[src/rtl/viterbi_code_sync_pkg.sv]
// rtl/viterbi_code_sync_pkg.sv - shared defaults and FSM state type for the code-symbol synchroniser
package viterbi_code_sync_pkg;

    localparam int WD_CODE_DEF   = 2;
    localparam int SYM_DIV_DEF   = 8;
    localparam int ZERO_RUN_DEF  = 32;
    localparam int FLUSH_LEN_DEF = 48;
    localparam int CNT_W_DEF     = 16;

    // Encoding 2'd3 is unused and falls back to IDLE.
    typedef enum logic [1:0] {
        ST_IDLE   = 2'd0,
        ST_LOCKED = 2'd1,
        ST_FLUSH  = 2'd2
    } sync_state_e;

endpackage

[src/rtl/viterbi_code_sync_if.sv]
// rtl/viterbi_code_sync_if.sv - raw symbol input and decoder-facing outputs of the synchroniser
interface viterbi_code_sync_if #(
    parameter int WD_CODE = 2,
    parameter int CNT_W   = 16
);
    logic [WD_CODE-1:0] code_in;
    logic [WD_CODE-1:0] code;
    logic               sym_strobe;
    logic               active;
    logic               burst_end;
    logic [CNT_W-1:0]   sym_count;

    modport master (
        output code_in,
        input  code, sym_strobe, active, burst_end, sym_count
    );

    modport slave (
        input  code_in,
        output code, sym_strobe, active, burst_end, sym_count
    );
endinterface

[src/rtl/viterbi_sym_timing.sv]
// rtl/viterbi_sym_timing.sv - CodeIn synchroniser, symbol timing recovery and mid-symbol sampling
module viterbi_sym_timing
    import viterbi_code_sync_pkg::*;
#(
    parameter int WD_CODE = WD_CODE_DEF,
    parameter int SYM_DIV = SYM_DIV_DEF
)(
    input  logic               i_clk,
    input  logic               i_rst_n,
    input  logic [WD_CODE-1:0] i_code_in,
    output logic [WD_CODE-1:0] o_code,
    output logic               o_sym_strobe,
    output logic               o_sample,
    output logic [WD_CODE-1:0] o_sample_sym
);

    localparam int              PH_W    = $clog2(SYM_DIV);
    localparam logic [PH_W-1:0] PH_MID  = PH_W'(SYM_DIV / 2);
    localparam logic [PH_W-1:0] PH_LAST = PH_W'(SYM_DIV - 1);

    logic [WD_CODE-1:0] r_s1;
    logic [WD_CODE-1:0] r_s2;
    logic [WD_CODE-1:0] r_s3;
    logic [PH_W-1:0]    r_phase;
    logic [WD_CODE-1:0] r_code;
    logic               r_sym_strobe;
    logic               w_trans;
    logic               w_sample;

    assign w_trans  = (r_s2 != r_s3);
    // A transition re-centres the phase and suppresses a sample on the same cycle.
    assign w_sample = (r_phase == PH_MID) && !w_trans;

    always_ff @(posedge i_clk or negedge i_rst_n) begin
        if (!i_rst_n) begin
            r_s1         <= '0;
            r_s2         <= '0;
            r_s3         <= '0;
            r_phase      <= '0;
            r_code       <= '0;
            r_sym_strobe <= 1'b0;
        end else begin
            r_s1         <= i_code_in;
            r_s2         <= r_s1;
            r_s3         <= r_s2;
            if (w_trans || r_phase == PH_LAST) r_phase <= '0;
            else                               r_phase <= r_phase + PH_W'(1);
            if (w_sample) r_code <= r_s2;
            r_sym_strobe <= w_sample;
        end
    end

    assign o_code       = r_code;
    assign o_sym_strobe = r_sym_strobe;
    assign o_sample     = w_sample;
    assign o_sample_sym = r_s2;

endmodule

[src/rtl/viterbi_code_sync.sv]
// rtl/viterbi_code_sync.sv - burst detection FSM generating the decoder Active window and symbol count
module viterbi_code_sync
    import viterbi_code_sync_pkg::*;
#(
    parameter int WD_CODE   = WD_CODE_DEF,
    parameter int SYM_DIV   = SYM_DIV_DEF,
    parameter int ZERO_RUN  = ZERO_RUN_DEF,
    parameter int FLUSH_LEN = FLUSH_LEN_DEF,
    parameter int CNT_W     = CNT_W_DEF
)(
    input  logic                 i_clk,
    input  logic                 i_rst_n,
    viterbi_code_sync_if.slave   bus
);

    localparam int               ZC_W    = $clog2(ZERO_RUN + 1);
    localparam int               FC_W    = $clog2(FLUSH_LEN + 1);
    localparam logic [CNT_W-1:0] SYM_MAX = {CNT_W{1'b1}};

    logic               w_sample;
    logic [WD_CODE-1:0] w_sample_sym;
    logic               w_nonzero;
    sync_state_e        r_state;
    sync_state_e        w_state_nxt;
    logic               w_active_nxt;
    logic               w_burst_end_nxt;
    logic               r_active;
    logic               r_burst_end;
    logic [ZC_W-1:0]    r_zero_cnt;
    logic [FC_W-1:0]    r_flush_cnt;
    logic [CNT_W-1:0]   r_sym_count;

    viterbi_sym_timing #(
        .WD_CODE (WD_CODE),
        .SYM_DIV (SYM_DIV)
    ) u_sym_timing (
        .i_clk        (i_clk),
        .i_rst_n      (i_rst_n),
        .i_code_in    (bus.code_in),
        .o_code       (bus.code),
        .o_sym_strobe (bus.sym_strobe),
        .o_sample     (w_sample),
        .o_sample_sym (w_sample_sym)
    );

    assign w_nonzero = |w_sample_sym;

    always_ff @(posedge i_clk or negedge i_rst_n) begin
        if (!i_rst_n) begin
            r_state     <= ST_IDLE;
            r_active    <= 1'b0;
            r_burst_end <= 1'b0;
        end else begin
            r_state     <= w_state_nxt;
            r_active    <= w_active_nxt;
            r_burst_end <= w_burst_end_nxt;
        end
    end

    // Transitions fire on the sample where a counter reaches its limit.
    always_comb begin
        w_state_nxt = r_state;
        case (r_state)
            ST_IDLE: begin
                if (w_sample && w_nonzero) w_state_nxt = ST_LOCKED;
            end
            ST_LOCKED: begin
                if (w_sample && !w_nonzero && r_zero_cnt == ZC_W'(ZERO_RUN - 1))
                    w_state_nxt = ST_FLUSH;
            end
            ST_FLUSH: begin
                if (w_sample) begin
                    if (w_nonzero)
                        w_state_nxt = ST_LOCKED;
                    else if (r_flush_cnt == FC_W'(FLUSH_LEN - 1))
                        w_state_nxt = ST_IDLE;
                end
            end
            default: w_state_nxt = ST_IDLE;
        endcase
    end

    always_comb begin
        w_active_nxt    = (w_state_nxt != ST_IDLE);
        w_burst_end_nxt = (r_state == ST_FLUSH) && (w_state_nxt == ST_IDLE);
    end

    always_ff @(posedge i_clk or negedge i_rst_n) begin
        if (!i_rst_n) begin
            r_zero_cnt  <= '0;
            r_flush_cnt <= '0;
            r_sym_count <= '0;
        end else if (w_sample) begin
            case (r_state)
                ST_IDLE: begin
                    if (w_nonzero) begin
                        r_zero_cnt  <= '0;
                        r_sym_count <= CNT_W'(1);
                    end
                end
                ST_LOCKED, ST_FLUSH: begin
                    if (r_sym_count != SYM_MAX) r_sym_count <= r_sym_count + CNT_W'(1);
                    if (w_nonzero)                 r_zero_cnt <= '0;
                    else if (r_state == ST_LOCKED) r_zero_cnt <= r_zero_cnt + ZC_W'(1);
                    // Held at zero throughout LOCKED so FLUSH always starts from a clean count.
                    if (r_state == ST_LOCKED)      r_flush_cnt <= '0;
                    else if (!w_nonzero)           r_flush_cnt <= r_flush_cnt + FC_W'(1);
                end
                default: ;
            endcase
        end
    end

    assign bus.active    = r_active;
    assign bus.burst_end = r_burst_end;
    assign bus.sym_count = r_sym_count;

endmodule

[src/flat_wrapper.sv]
// flat-port wrapper written by rule: the top's interface ports become plain ports
module viterbi_code_sync_flat import viterbi_code_sync_pkg::*;
#(
    parameter int WD_CODE   = WD_CODE_DEF,
    parameter int SYM_DIV   = SYM_DIV_DEF,
    parameter int ZERO_RUN  = ZERO_RUN_DEF,
    parameter int FLUSH_LEN = FLUSH_LEN_DEF,
    parameter int CNT_W     = CNT_W_DEF
)
  (i_clk, i_rst_n, bus_code_in, bus_code, bus_sym_strobe, bus_active, bus_burst_end, bus_sym_count);
  viterbi_code_sync_if #(.WD_CODE(WD_CODE), .CNT_W(CNT_W)) bus_i ();
  input  logic i_clk;
  input  logic i_rst_n;
  input wire logic [$bits(bus_i.code_in)-1:0] bus_code_in;
  output wire logic [$bits(bus_i.code)-1:0] bus_code;
  output wire logic [$bits(bus_i.sym_strobe)-1:0] bus_sym_strobe;
  output wire logic [$bits(bus_i.active)-1:0] bus_active;
  output wire logic [$bits(bus_i.burst_end)-1:0] bus_burst_end;
  output wire logic [$bits(bus_i.sym_count)-1:0] bus_sym_count;
  assign bus_i.code_in = bus_code_in;
  assign bus_code = bus_i.code;
  assign bus_sym_strobe = bus_i.sym_strobe;
  assign bus_active = bus_i.active;
  assign bus_burst_end = bus_i.burst_end;
  assign bus_sym_count = bus_i.sym_count;
  viterbi_code_sync #(.WD_CODE(WD_CODE), .SYM_DIV(SYM_DIV), .ZERO_RUN(ZERO_RUN), .FLUSH_LEN(FLUSH_LEN), .CNT_W(CNT_W)) u_core (.i_clk(i_clk), .i_rst_n(i_rst_n), .bus(bus_i));
endmodule
[config.mk]
export PLATFORM = sky130hd
export DESIGN_NAME = viterbi_code_sync_flat
export DESIGN_NICKNAME = d
export VERILOG_FILES = /design/src/rtl/viterbi_code_sync_pkg.sv /design/src/rtl/viterbi_code_sync_if.sv /design/src/rtl/viterbi_sym_timing.sv /design/src/rtl/viterbi_code_sync.sv /design/src/flat_wrapper.sv
export SDC_FILE = /design/constraint.sdc
export NUM_CORES = 1
export LEC_CHECK = 0
export ABC_AREA = 1
export CORE_AREA = 2 2 74 94
export CTS_CLUSTER_SIZE = 12
export DETAILED_ROUTE_END_ITERATION = 16
export DIE_AREA = 0 0 76 96
export GPL_ROUTABILITY_DRIVEN = 0
export GPL_TIMING_DRIVEN = 1
export PLACE_DENSITY_LB_ADDON = 0.08
export SLEW_MARGIN = 20
export SYNTH_ARGS = -nofsm -noshare
export SYNTH_HDL_FRONTEND = slang
export SYNTH_HIERARCHICAL = 1
export SYNTH_SLANG_ARGS = --single-unit
export TNS_END_PERCENT = 10
[constraint.sdc]
create_clock -name i_clk -period 2.1 [get_ports i_clk]
set_clock_uncertainty 0.05 [all_clocks]
set_input_delay 0.42 -clock i_clk [delete_from_list [all_inputs] [get_ports i_clk]]
set_output_delay 0.42 -clock i_clk [all_outputs]
set_load 0.02 [all_outputs]
==> metrics.md <==
| Metric | Value |
|---|---|
| Status | complete, no violations |
| Root Buffer | clkbuf_8 |
| Initial core utilization | between 30% and 40% |
| CP arrival | 1.49 ns |
| Die W | ~76 um |
| Critical Setup Path Class | flip-flop to output pin |
| Ys async rst share | between 90% and 100% |
| Yosys reg bits | between 40 and 50 |
| Via density | between 4 and 5 |
| Finished Layout Cells | 446 |
| Post-DP HPWL | between 4 and 5 mm |
| Die footprint | between 7000 and 8000 um2 |
| Final setup violation count | 0 |
| Synth Area in Simple Gates | 30.74% |
| Gr usage total | 17.01% |
| Number of buffers inserted by port buffering | 24 |
| Leakage | 1.349 nW |
| Area grow syn2layout | 20.59% |
| Max VDD drop | around 0.28 mV |
| DR pass1 iterations | 4 |
| Main combinational cell family by area after synthesis | simple AND/OR/NAND/NOR gates |
| Final hold violation count | 0 |
| F_max | roughly 510 MHz |
| # diodes | 0 |
| Bufs on Longest Clock Path | 2 |
| Post-Syn Instances | between 300 and 400 |
| Setup_tns | 0 ns |
| Post-Synth XOR/XNOR Area | less than 1% |
| Io pins | 25 |
| Startpoint types | flip-flop |
| Yosys warning count | 6 |
| CTS Sinks | 44 |
| Slew @ Worst Pin | roughly 0.57 ns |
| Combinational Power Share | 3.8% |
| Cells after DPL | roughly 440 |
| Critical Path Max Stage Delay | 0.67 ns |
| H-tree depth | 2 |
| Synth unique cells | 29 |
| Storage cell area | 1101 um2 |
| Clock Pin Slew Worst Setup and Hold Paths | about 0.090 ns |
| P_int | about 0.0011 W |
| Vias in the first global route | 2114 |
| Max Cap Viol | 0 |
| # hold bufs at CTS | 0 |
| Via count | ~2200 |
| Antenna-violating nets left | 0 |
| Share of cells above drive strength 1 | a little under an eighth |
| Pwr dens | 496.4 nW/um2 |
| Post-synth EDFFs | 0 |
| Slowest CP cell | clkdlybuf4s50_1 |
| Worst Path Max Fanout | 7 |
| WP data required | 1.63 ns |
| CTS tree | built |
| NetSw | approximately 0.00035 W |
| WL final | between 5 and 6 mm |
| Row count | 33 |
| Mean Syn Cell Area | 7.761 um2 |
| Fillcell total | 652 |
| Worst Path Buf+Inv | 1 |
| Final critical-path required period | 1.958 ns |
| Final worst path period share | between 90 and 100% |
| Sequential area share after synthesis | 44.20% |
| Max-Slew Margin vs Limit | around 62% |
| Post-route DRC | 0 |
| Initial antenna violation count | 0 |
| Final #Nets | 372 |
| Critical path, cell by cell | clkdlybuf4s50_1 |
| Reg power frac | between 50% and 60% |
| Clock Latency Late Sink | a little under 0.3 ns |
| First-pass GRT wire length | 9.867 mm |
| Die height | 96 um |
| CTS buffer count | 5 |
| Drt initial violations | between 100 and 150 |
| Total grt overflow | 0 |
| Switching Fraction | 23.52% |
| Post-Synthesis Net Count | approximately 340 |
| Ys flop type | dfrtp_1 |
| Per-cell routed wire length | 12.85 um |
| Core Box Area | about 6400 um2 |
| Worst hold path class | primary input to async pin |
| RSZ-0062 raised after global routing | false |
| Delay-heaviest family, CP | buffers and inverters |
| Clock power frac | a little under two fifths |
| Max-slew violation count | 0 |
| Compound-Gate Fraction of Synth Area | about 10% |
| Pin count of the biggest net entering global routing | 27 |
| Post-Syn Area | between 2000 and 2500 um2 |
| Crit end category | output pin |
| Multi-input gate area | around 1200 um2 |
| Mux share of post-synthesis cell area | 0% |
| Adder-Cell Fraction of Synth Area | approximately 5% |
==> through the flow <==
stage | util, % | cell area [um2] | setup slack (ns) | total power [W] | hold slack (ns)
floorplan | - | 2491 | 0.2396 | 0.0009041 | 0.07441
global placement | 44.50 | 2848 | 0.04139 | 0.0009395 | 0.2852
detailed placement | 44.50 | 2848 | 0.07830 | 0.0009399 | 0.2847
CTS | 46.02 | 2945 | 0.02802 | 0.001521 | 0.07925
global route | 46.94 | 3004 | 0.02525 | 0.001571 | 0.1003
finish | 46.94 | 3004 | 0.1422 | 0.001491 | 0.05454
==> final timing paths <==
check | start | slack [ns] | to | cells past startpoint
setup reg to reg | u_core/r_state[0]$_DFF_PN0_ | 0.19 | u_core/bus.sym_count[2]$_DFFE_PN0P_ | 10
setup / recovery | u_core/bus.sym_count[8]$_DFFE_PN0P_ | 0.14 | bus_sym_count[8] | 1
hold / removal | i_rst_n | 0.05 | u_core/u_sym_timing/r_phase[2]$_DFF_PN0_ | 1
min in group i_clk | u_core/u_sym_timing/r_s1[1]$_DFF_PN0_ | 0.30 | u_core/u_sym_timing/o_sample_sym[1]$_DFF_PN0_ | 0
hold reg to reg | u_core/u_sym_timing/r_s1[1]$_DFF_PN0_ | 0.30 | u_core/u_sym_timing/o_sample_sym[1]$_DFF_PN0_ | 0
max in group asynchronous | i_rst_n | 1.34 | u_core/bus.sym_count[12]$_DFFE_PN0P_ | 2
==> routing by layer <==
metal  part of all wire (%)  track usage, %  wire length (um)  vias up
met2                     53           32.07              3054       40
met3                    3.5           3.471               203        4
li1                       -               -                 -     1105
met5                      0               0                 0        -
met1                     42           19.13              2405     1025
met4                    1.2           6.364                68        0
==> cell usage after synthesis (all sizes together), types with 3 or more instances <==
cell type,count,share of area (%)
nor3,3,0.60
nand2,83,13
buf,3,1.5
nand3,24,5.0
nor2,42,7.8
o21bai,5,1.5
dfrtp,44,44
inv,50,7.7
nand3b,3,1.1
a21oi,11,2.2
ha,10,5.0
nand4,13,3.3
o21ai,25,5.6
==> kinds of logic (layout without fill, tap and decap cells) <==
family / count (synthesis) / count (layout)
buffers and inverters: 54 / 92
adders and majority gates: 10 / 10
and+or+nand+nor: 168 / 168
DFF: 44 / 44
AOI/OAI and AO/OA: 44 / 44
xor gates and xnor gates: 1 / 1
==> layout make-up <==
cell class	count	share of cell area [%]
tap	87	3.623
clock inverter	2	0.4998
clock buffer	6	2.749
sequential	44	36.65
inverter	50	6.497
timing repair buffer	34	10.75
multi-input combinational	223	39.23
==> flip-flops by register name, indices dropped and copies added, names as in the netlist <==
signal                            flops
u_core/bus.sym_count                 16
u_core/r_flush_cnt                    6
u_core/r_zero_cnt                     6
u_core/u_sym_timing/r_phase           3
u_core/r_state                        2
u_core/u_sym_timing/o_code            2
u_core/u_sym_timing/o_sample_sym      2
u_core/u_sym_timing/r_s1              2
u_core/u_sym_timing/r_s3              2
u_core/bus.active                     1
u_core/bus.burst_end                  1
u_core/u_sym_timing/o_sym_strobe      1
==> repair_timing <==
action | 4_1_cts | 5_1_grt
resized for setup | 0 | 7
setup endpoints to repair | 0 | 24
setup buffers | 0 | 3
==> power by group through the flow <==
stage | Sequential (W) | Clock (W) | Combinational [W]
floorplan | 0.000881 | 0 | 0.0000232
global placement | 0.000881 | 0 | 0.0000584
detailed placement | 0.000882 | 0 | 0.0000584
CTS | 0.000865 | 0.000598 | 0.0000587
global route | 0.000866 | 0.000637 | 0.0000672
finish | 0.000864 | 0.000570 | 0.0000573
==> cell usage in the layout (no fill, tap or decap) <==
cell type        netlist  final
nor3_2                 0      1
nor2_1                35     35
clkbuf_8               0      6
nand2_1               78     78
nand3b_2               1      1
nor2_4                 1      2
nand3_1               23     23
o211ai_1               1      1
nand4_1               13     13
buf_2                  1      1
a21o_1                 1      1
nor2_2                 5      4
nand3b_1               2      2
inv_4                  0      1
nand2_2                5      5
nor3_1                 3      2
o21ai_0                9      9
buf_12                 1      1
buf_4                  0      9
nor2_8                 1      1
clkdlybuf4s50_1        0     23
dfrtp_1               44     44
inv_2                  0      1
o21bai_1               5      5
inv_6                  1      1
o21ai_1               12     12
a32o_1                 1      1
inv_1                 49     47
o21ai_2                4      4
a21oi_1               11     10
nand3_4                0      1
xor2_1                 1      1
clkinvlp_4             0      2
a21oi_2                0      1
ha_1                  10     10
Power figures use the tool's default switching activity.
